**src/rtl/dbus_pkg.sv**
```systemverilog
// Shared types for the two-master data-bus arbiter.
// Latency: n/a (types and constants only).
// Backpressure: n/a.
package dbus_pkg;

  typedef enum logic [1:0] {
    IDLE   = 2'd0,
    GRANT0 = 2'd1,
    GRANT1 = 2'd2
  } arb_state_t;

  typedef enum logic [1:0] {
    BYTE = 2'd0,
    HALF = 2'd1,
    WORD = 2'd2
  } tsize_t;

  localparam logic TTYPE_READ  = 1'b0;
  localparam logic TTYPE_WRITE = 1'b1;

  // One-hot owner view of the arbitration state.
  function automatic logic [1:0] owner_onehot(input arb_state_t st);
    case (st)
      GRANT0:  return 2'b01;
      GRANT1:  return 2'b10;
      default: return 2'b00;
    endcase
  endfunction

endpackage

```
**src/rtl/dbus_watchdog.sv**
```systemverilog
// Completion watchdog: counts granted cycles and flags expiry on the last allowed one.
// Latency: expire_o is combinational from the registered count (same cycle).
// Backpressure: none; TIMEOUT_CYCLES=0 disables it.
//   clk, rst_n : clock, async active-low reset
//   active_i   : a transaction is currently granted
//   done_i     : slave completion this cycle (suppresses expiry)
//   expire_o   : abort the current transaction this cycle
module dbus_watchdog #(
  parameter int unsigned TIMEOUT_CYCLES = 255
) (
  input  logic clk,
  input  logic rst_n,
  input  logic active_i,
  input  logic done_i,
  output logic expire_o
);

  localparam int unsigned CW = (TIMEOUT_CYCLES > 2) ? $clog2(TIMEOUT_CYCLES) : 1;
  localparam bit          EN = (TIMEOUT_CYCLES != 0);
  localparam logic [CW-1:0] LAST = CW'(TIMEOUT_CYCLES - 1);

  logic [CW-1:0] cnt_q, cnt_d;

  always_comb begin
    cnt_d = cnt_q;
    if (!EN || !active_i) begin
      cnt_d = '0;
    end else if (cnt_q != LAST) begin
      // Saturate so an owner that lingers after expiry cannot wrap the count.
      cnt_d = cnt_q + 1'b1;
    end
  end

  always_ff @(posedge clk or negedge rst_n) begin
    if (!rst_n) cnt_q <= '0;
    else        cnt_q <= cnt_d;
  end

  assign expire_o = EN && active_i && !done_i && (cnt_q == LAST);

endmodule

```
**src/rtl/dbus_arbiter.sv**
```systemverilog
// Two-master dbus arbiter (core0 data port, debug SBA) with locking, round-robin and watchdog.
// Latency: grant registered, s_bstart rises 1 cycle after request; bdone same cycle as s_bdone.
// Backpressure: the losing master simply waits with bstart held; grants are never preempted.
//   m0_* : core0 data port      m1_* : debug system-bus-access engine
//   s_*  : forwarded slave side  halted : core0 in debug mode (m1 wins ties)
//   owner: one-hot current grant
module dbus_arbiter
  import dbus_pkg::*;
#(
  parameter int unsigned TIMEOUT_CYCLES = 255,
  parameter int unsigned ADDR_W         = 32,
  parameter int unsigned DATA_W         = 32
) (
  input  logic              clk,
  input  logic              rst_n,
  input  logic              halted,
  input  logic              m0_bstart,
  input  logic [ADDR_W-1:0] m0_addr,
  input  logic [DATA_W-1:0] m0_wdata,
  input  logic              m0_ttype,
  input  logic [1:0]        m0_tsize,
  output logic [DATA_W-1:0] m0_rdata,
  output logic              m0_bdone,
  output logic              m0_err,
  input  logic              m1_bstart,
  input  logic [ADDR_W-1:0] m1_addr,
  input  logic [DATA_W-1:0] m1_wdata,
  input  logic              m1_ttype,
  input  logic [1:0]        m1_tsize,
  output logic [DATA_W-1:0] m1_rdata,
  output logic              m1_bdone,
  output logic              m1_err,
  output logic              s_bstart,
  output logic [ADDR_W-1:0] s_addr,
  output logic [DATA_W-1:0] s_wdata,
  output logic              s_ttype,
  output logic [1:0]        s_tsize,
  input  logic [DATA_W-1:0] s_rdata,
  input  logic              s_bdone,
  output logic [1:0]        owner
);

  arb_state_t state_q, state_d;
  logic       last_q, last_d;   // index of the master that last completed
  logic       wd_expire;

  dbus_watchdog #(.TIMEOUT_CYCLES(TIMEOUT_CYCLES)) u_wdog (
    .clk      (clk),
    .rst_n    (rst_n),
    .active_i (state_q != IDLE),
    .done_i   (s_bdone),
    .expire_o (wd_expire)
  );

  always_comb begin
    state_d  = state_q;
    last_d   = last_q;
    s_bstart = 1'b0;
    s_addr   = '0;
    s_wdata  = '0;
    s_ttype  = 1'b0;
    s_tsize  = 2'b00;
    m0_rdata = '0;
    m0_bdone = 1'b0;
    m0_err   = 1'b0;
    m1_rdata = '0;
    m1_bdone = 1'b0;
    m1_err   = 1'b0;

    case (state_q)
      IDLE: begin
        if (m0_bstart && m1_bstart) begin
          // Debug access takes priority while the core is halted; otherwise alternate.
          state_d = (halted || !last_q) ? GRANT1 : GRANT0;
        end else if (m0_bstart) begin
          state_d = GRANT0;
        end else if (m1_bstart) begin
          state_d = GRANT1;
        end
      end
      GRANT0: begin
        s_bstart = m0_bstart;
        s_addr   = m0_addr;
        s_wdata  = m0_wdata;
        s_ttype  = m0_ttype;
        s_tsize  = m0_tsize;
        m0_rdata = s_rdata;
        if (!m0_bstart) begin
          // Owner withdrew: abort silently.
          state_d = IDLE;
        end else if (s_bdone || wd_expire) begin
          m0_bdone = 1'b1;
          m0_err   = !s_bdone;
          state_d  = IDLE;
          last_d   = 1'b0;
        end
      end
      GRANT1: begin
        s_bstart = m1_bstart;
        s_addr   = m1_addr;
        s_wdata  = m1_wdata;
        s_ttype  = m1_ttype;
        s_tsize  = m1_tsize;
        m1_rdata = s_rdata;
        if (!m1_bstart) begin
          state_d = IDLE;
        end else if (s_bdone || wd_expire) begin
          m1_bdone = 1'b1;
          m1_err   = !s_bdone;
          state_d  = IDLE;
          last_d   = 1'b1;
        end
      end
      default: state_d = IDLE;
    endcase
  end

  always_ff @(posedge clk or negedge rst_n) begin
    if (!rst_n) begin
      state_q <= IDLE;
      last_q  <= 1'b1;
    end else begin
      state_q <= state_d;
      last_q  <= last_d;
    end
  end

  assign owner = owner_onehot(state_q);

endmodule

```
**config.mk**
```make
export PLATFORM = sky130hd
export DESIGN_NAME = dbus_arbiter
export DESIGN_NICKNAME = d
export VERILOG_FILES = /design/src/rtl/dbus_pkg.sv /design/src/rtl/dbus_watchdog.sv /design/src/rtl/dbus_arbiter.sv
export SDC_FILE = /design/constraint.sdc
export NUM_CORES = 1
export LEC_CHECK = 0
export ABC_CLOCK_PERIOD_IN_PS = 3800
export CAP_MARGIN = 20
export CORE_AREA = 2 2 119 121
export CTS_CLUSTER_DIAMETER = 120
export CTS_CLUSTER_SIZE = 8
export DETAILED_ROUTE_END_ITERATION = 12
export DIE_AREA = 0 0 121 123
export PLACE_DENSITY = 0.57
export SLEW_MARGIN = 10
export SYNTH_ARGS = -nofsm -noshare
export SYNTH_HDL_FRONTEND = slang
export SYNTH_SLANG_ARGS = --single-unit
```
**constraint.sdc**
```tcl
create_clock -name clk -period 3.8 [get_ports clk]
set_input_delay 0.38 -clock clk [delete_from_list [all_inputs] [get_ports clk]]
set_output_delay 0.38 -clock clk [all_outputs]
set_load 0.05 [all_outputs]
```
==> impl_metrics.ini, run 1 <==
[critical_path]
worstPathArrival_ns = 2.79
rr_endpoint = state_q[0]
endpoint_kind = primary output
r2r_setup_slack_ns = 1.93
reg2reg_depth = 5
critPathMaxFanout = 51
critPathKind = reg -> out
worstPathRequired_ns = 3.42
crit_path_start_kind = register
r2r-start = state_q[0]

[logic_synthesis]
syn-instance-count = 313
yosys_register_bits = 11
yosysUniqueCellTypes = 37
syn-num-nets = 492
synth_edf_count = 0
ys_async_sr_fraction_pct = 100
yosysTopAreaCell = a22oi_1
yosys_warnings = 0
yosysTopAreaCellShare_pct = 22.6
synth.avg_cell_area_um2 = 7.12
syn_area_mm2 = 0.00223
ys_dominant_reg_cell = dfrtp_1
seq_area_frac_synth_pct = 12.4
synthTopCellsByArea = a22oi_1 23%, nor2b_1 19%, and2_1 19%

[sta]
rsz0062_at_grt = false
tns_ns = 0
relSlewSlack_pct = 61.7
finalCriticalPeriod_ns = 3.17
max_freq_ghz = 0.315
slew_violations = 0
clock_skew_ns = 0.00530
hold_viol = 0
fin_ws_ns = 0.627
tightestPinTransition_ns = 0.573
setup_viol = 0
layout_worst_path_cycle_share_pct = 83.5

[drt]
wl_um = 12700
via_per_inst = 4.48
vias = 3495
drt_iter0_markers = 90
ant_nets = 0
drt-pass1-iter-count = 6
drt-wirelength-per-cell_um = 16.2
drc_errors = 0

[clock_tree]
cts_root_buf = clkbuf_16
clk_pin_slew_ns = 0.04
cts_buffers = 3
cts_setup_buffers = 0
clock_sink_count = 11
cts_htree_levels = 1
holdBufCountCts = 0
cts_resized = 0
clock_latency_ns = 0.24
cts_tree = yes
cts.path.max_buffers = 2

[layout]
antenna-diode-count = 0
stdcell_count = 781
fillCellCount = 1349
layout_commonest_cell = clkdlybuf4s50_1
syn_to_final_growth_pct = 149
final_cell_mix = 305 x clkdlybuf4s50_1, 68 x nor2b_1, 67 x a22oi_1
layout.nets = 781
drive_gt1_share_pct = 3.83
fin_util_pct = 40.7

[grt]
grt_max_degree = 52
grt_pass1_vias = 3335
grt.total_usage_pct = 15.3
antenna_found_initial = 0
gr-total-overflow = 0
grt_pass1_wl_um = 18100

[power_and_ir_drop]
leakagePower_nw = 1.93
power_density_mw_per_mm2 = 678
vdd_drop_max_uv = 314
power.total_w = 0.00376

[placed_design]
place.gp.congestion = 0.807
place_hpwl_um = 10000
placed_cells = 777
io_buffers = 309
pre_cts_ws_ns = 0.857

[worst_hold_path]
min-delay-path-class = in -> async

[die]
die_area_mm2 = 0.0149
core_region_area_mm2 = 0.0136
initial_core_util_pct = 16.4
die-width_um = 121
rows = 43
pin_count = 310
chipHeight_um = 123

[run]
max-cap-violations = 0

[outcome]
status = completed
==> logic make-up after synthesis <==
logic type                 Yosys count  share of synthesized area [%]
and+or+nand+nor                    165                           45.3
AOI/OAI and AO/OA                   91                           30.2
buffers and inverters               39                           8.08
DFF                                 11                           12.4
adders and majority gates            7                           3.93
==> synthesized netlist by cell type, types with 2 or more instances <==
| cell type | instances |
|---|---|
| a21oi_1 | 7 |
| and3_1 | 2 |
| a32o_1 | 3 |
| nand3b_1 | 2 |
| clkbuf_1 | 18 |
| o21ai_0 | 2 |
| nor4_1 | 2 |
| nor2_1 | 5 |
| nand3_1 | 3 |
| ha_1 | 7 |
| dfrtp_1 | 10 |
| and2_1 | 66 |
| nor2b_1 | 68 |
| buf_2 | 12 |
| a22oi_1 | 67 |
| nand2_1 | 4 |
| nor3_1 | 6 |
| buf_6 | 2 |
| inv_1 | 6 |
| a31oi_1 | 4 |
==> metal layers <==
layer  vias to the layer above  global-route usage (%)  share of wire, %
met2                       183                    26.7                48
met5                         -                       0                 0
li1                       1688                       -                 -
met3                        24                    4.38                10
met4                         0                    5.09               2.6
met1                      1600                    17.9                39
==> power breakdown <==
part	switching (W)	total, W	leakage [nW]	internal (W)
sequential	0.0000281	0.000165	0.146	0.000137
clock	0.0000521	0.000193	0.0382	0.000141
combinational	0.00215	0.00340	1.74	0.00125
==> how the worst max path moves through the flow <==
| stage | start | to | slack, ns | cells after the start |
|---|---|---|---|---|
| after floorplan | state_q[0] | s_bstart | 1.23 | 4 |
| after global placement | state_q[0] | s_wdata[7] | 0.91 | 6 |
| after detailed placement | state_q[0] | s_addr[12] | 0.86 | 6 |
| after CTS | state_q[0] | s_wdata[24] | 0.60 | 6 |
| after global routing | state_q[0] | s_addr[26] | 0.44 | 6 |
| final | state_q[0] | s_wdata[7] | 0.63 | 6 |
==> stage by stage <==
| step | area [um^2] | hold WS, ns |
|---|---|---|
| 4_1_cts | 5540 | 0.516 |
| 5_1_grt | 5540 | 0.552 |
| 3_3_place_gp | 5470 | 0.528 |
| 6_report | 5540 | 0.507 |
| 3_5_place_dp | 5470 | 0.540 |
| 2_1_floorplan | 2230 | 0.0844 |
==> area by class of cell <==
cell class | count | area (um^2) | area share (%)
Sequential cell | 11 | 277 | 4.99
Clock buffer | 4 | 78.8 | 1.42
Timing Repair Buffer | 317 | 3140 | 56.7
Inverter | 6 | 22.5 | 0.406
Multi-Input combinational cell | 263 | 1800 | 32.4
Tap cell | 180 | 225 | 4.06
==> critical path, stage by stage (launching register included) <==
cell,delay [ns]
dfrtp_1,0.46
inv_1,0.17
ha_4,0.46
buf_4,0.34
a22oi_1,0.12
nor2b_1,0.13
clkdlybuf4s50_1,0.84
==> registers in the layout, summed over array words and instances (netlist names) <==
register,flops
u_wdog.cnt_q,8
state_q,2
last_q,1
(Power assumes the default switching activity.)
==> inputs of run 2 (changes only) <==
--- a/config.mk
+++ b/config.mk
@@ -5,13 +5,13 @@
 export SDC_FILE = /design/constraint.sdc
 export NUM_CORES = 1
 export LEC_CHECK = 0
-export ABC_CLOCK_PERIOD_IN_PS = 3800
+export ABC_CLOCK_PERIOD_IN_PS = 3100
 export CAP_MARGIN = 20
-export CORE_AREA = 2 2 119 121
+export CORE_AREA = 2 2 120 122
 export CTS_CLUSTER_DIAMETER = 120
 export CTS_CLUSTER_SIZE = 8
 export DETAILED_ROUTE_END_ITERATION = 12
-export DIE_AREA = 0 0 121 123
+export DIE_AREA = 0 0 122 124
 export PLACE_DENSITY = 0.57
 export SLEW_MARGIN = 10
 export SYNTH_ARGS = -nofsm -noshare
==> constraint.sdc (replaced) <==
create_clock -name clk -period 3.1 [get_ports clk]
set_input_delay 0.31 -clock clk [delete_from_list [all_inputs] [get_ports clk]]
set_output_delay 0.31 -clock clk [all_outputs]
set_load 0.05 [all_outputs]
==> run 2 against run 1 <==
Net effect:
- power up 40%
- critical endpoint is now m0_rdata[13]
- largest cell class unchanged
- register-to-register slack worse by 0.59 ns
- global-route usage rose by 1.3 points
- wire length up 8.5%
- highest routed layer unchanged
- die area rose by 1.6%
- combinational power increased by 42%
==> impl_metrics.ini, run 2 (synthesis results as in run 1) <==
[critical_path]
critPathKind = reg -> out
r2r_setup_slack_ns = 1.34
rr_endpoint = state_q[1]
worstPathRequired_ns = 2.79
worstPathArrival_ns = 2.30
reg2reg_depth = 5
endpoint_kind = primary output
critPathBufInv = 2
path_cells = inv_1 > ha_4 > and2_1 > clkdlybuf4s50_1
cp_top_family = buffers and inverters
critPathMaxFanout = 48
crit_path_start_kind = register
critPathMaxStageDelay_ns = 0.81
r2r-start = state_q[1]
cp_slowest_cell = clkdlybuf4s50_1

[die]
die-width_um = 122
pin_count = 310
die_area_mm2 = 0.0151
chipHeight_um = 124
initial_core_util_pct = 16.3
rows = 43
core_region_area_mm2 = 0.0137

[sta]
clock_skew_ns = 0.00227
setup_viol = 0
tns_ns = 0
hold_viol = 0
rsz0062_at_grt = false
slew_violations = 0
finalCriticalPeriod_ns = 2.61
tightestPinTransition_ns = 0.573
relSlewSlack_pct = 61.7
fin_ws_ns = 0.493
max_freq_ghz = 0.384
layout_worst_path_cycle_share_pct = 84.1

[clock_tree]
cts_resized = 0
holdBufCountCts = 0
cts.path.max_buffers = 2
cts_buffers = 3
cts_tree = yes
cts_setup_buffers = 0
clock_sink_count = 11
cts_root_buf = clkbuf_16
clk_pin_slew_ns = 0.04
clock_latency_ns = 0.24
cts_htree_levels = 1

[grt]
busiest_layer = met2
gr-total-overflow = 0
use_met2_pct = 30.8
grt_max_degree = 49
grt_use_met1_pct = 19.1
use_met3_pct = 4.53
grt_pass1_vias = 3505
grt.total_usage_pct = 16.6
antenna_found_initial = 0
grt_pass1_wl_um = 19900

[drt]
ant_nets = 0
drt-wirelength-per-cell_um = 17.6
drt_iter0_markers = 114
vias = 3517
drc_errors = 0
via_per_inst = 4.50
drt-pass1-iter-count = 4
wl_um = 13700

[layout]
syn_to_final_growth_pct = 175
drive_gt1_share_pct = 20.1
layout_commonest_cell = clkdlybuf4s50_1
final_cell_mix = 207 x clkdlybuf4s50_1, 68 x nor2b_1, 68 x buf_12
multi_input_area_mm2 = 0.00179
largest_register_ffs = 8
reg_top3 = u_wdog.cnt_q x8, state_q x2, last_q x1
ff_latch_area_um2 = 277
top_register = u_wdog.cnt_q
layout.nets = 781
antenna-diode-count = 0
fillCellCount = 1323

[run]
max-cap-violations = 0

[power_and_ir_drop]
leakagePower_nw = 2.31
power_density_mw_per_mm2 = 860
vdd_drop_max_uv = 357

[placed_design]
io_buffers = 309
place.gp.congestion = 0.880
place_hpwl_um = 11200
pre_cts_ws_ns = 0.710

[outcome]
status = completed

[worst_hold_path]
min-delay-path-class = in -> async
-- run 2: cell type report --
type	instances	area share (%)
clock buffer	4	1.28
inverter	6	0.367
multi-input combinational	263	29.1
sequential	11	4.50
tap	180	3.67
timing repair buffer	317	61.1
-- run 2: where the power goes --
part / total [W] / switching, W / internal, W
sequential: 0.000201 / 0.0000331 / 0.000168
clock: 0.000242 / 0.0000690 / 0.000173
combinational: 0.00484 / 0.00281 / 0.00203
-- run 2: how the worst max path moves through the flow --
stage | end | depth (start not counted) | startpoint | slack, ns
after CTS | s_wdata[13] | 6 | state_q[0] | 0.45
after detailed placement | s_wdata[13] | 6 | state_q[0] | 0.71
after global routing | s_addr[20] | 6 | state_q[0] | 0.30
after floorplan | s_bstart | 4 | state_q[0] | 0.60
after global placement | m0_rdata[22] | 4 | state_q[1] | 0.77
final | m0_rdata[13] | 4 | state_q[1] | 0.49
-- run 2: per-layer routing --
metal,vias to the layer above,share of wire (%)
met4,0,1.9
met2,173,51
met3,18,9.6
met5,-,0
li1,1694,-
met1,1632,37
-- run 2: through the flow --
step	std cells	util, %	total power, W	cell area (um^2)	hold slack [ns]
2_1_floorplan	313	-	0.00300	2230	0.0144
3_3_place_gp	777	44.2	0.00503	6060	0.526
3_5_place_dp	777	44.2	0.00508	6060	0.532
4_1_cts	781	44.8	0.00533	6140	0.428
5_1_grt	781	44.8	0.00553	6140	0.455
6_report	781	44.8	0.00528	6140	0.413
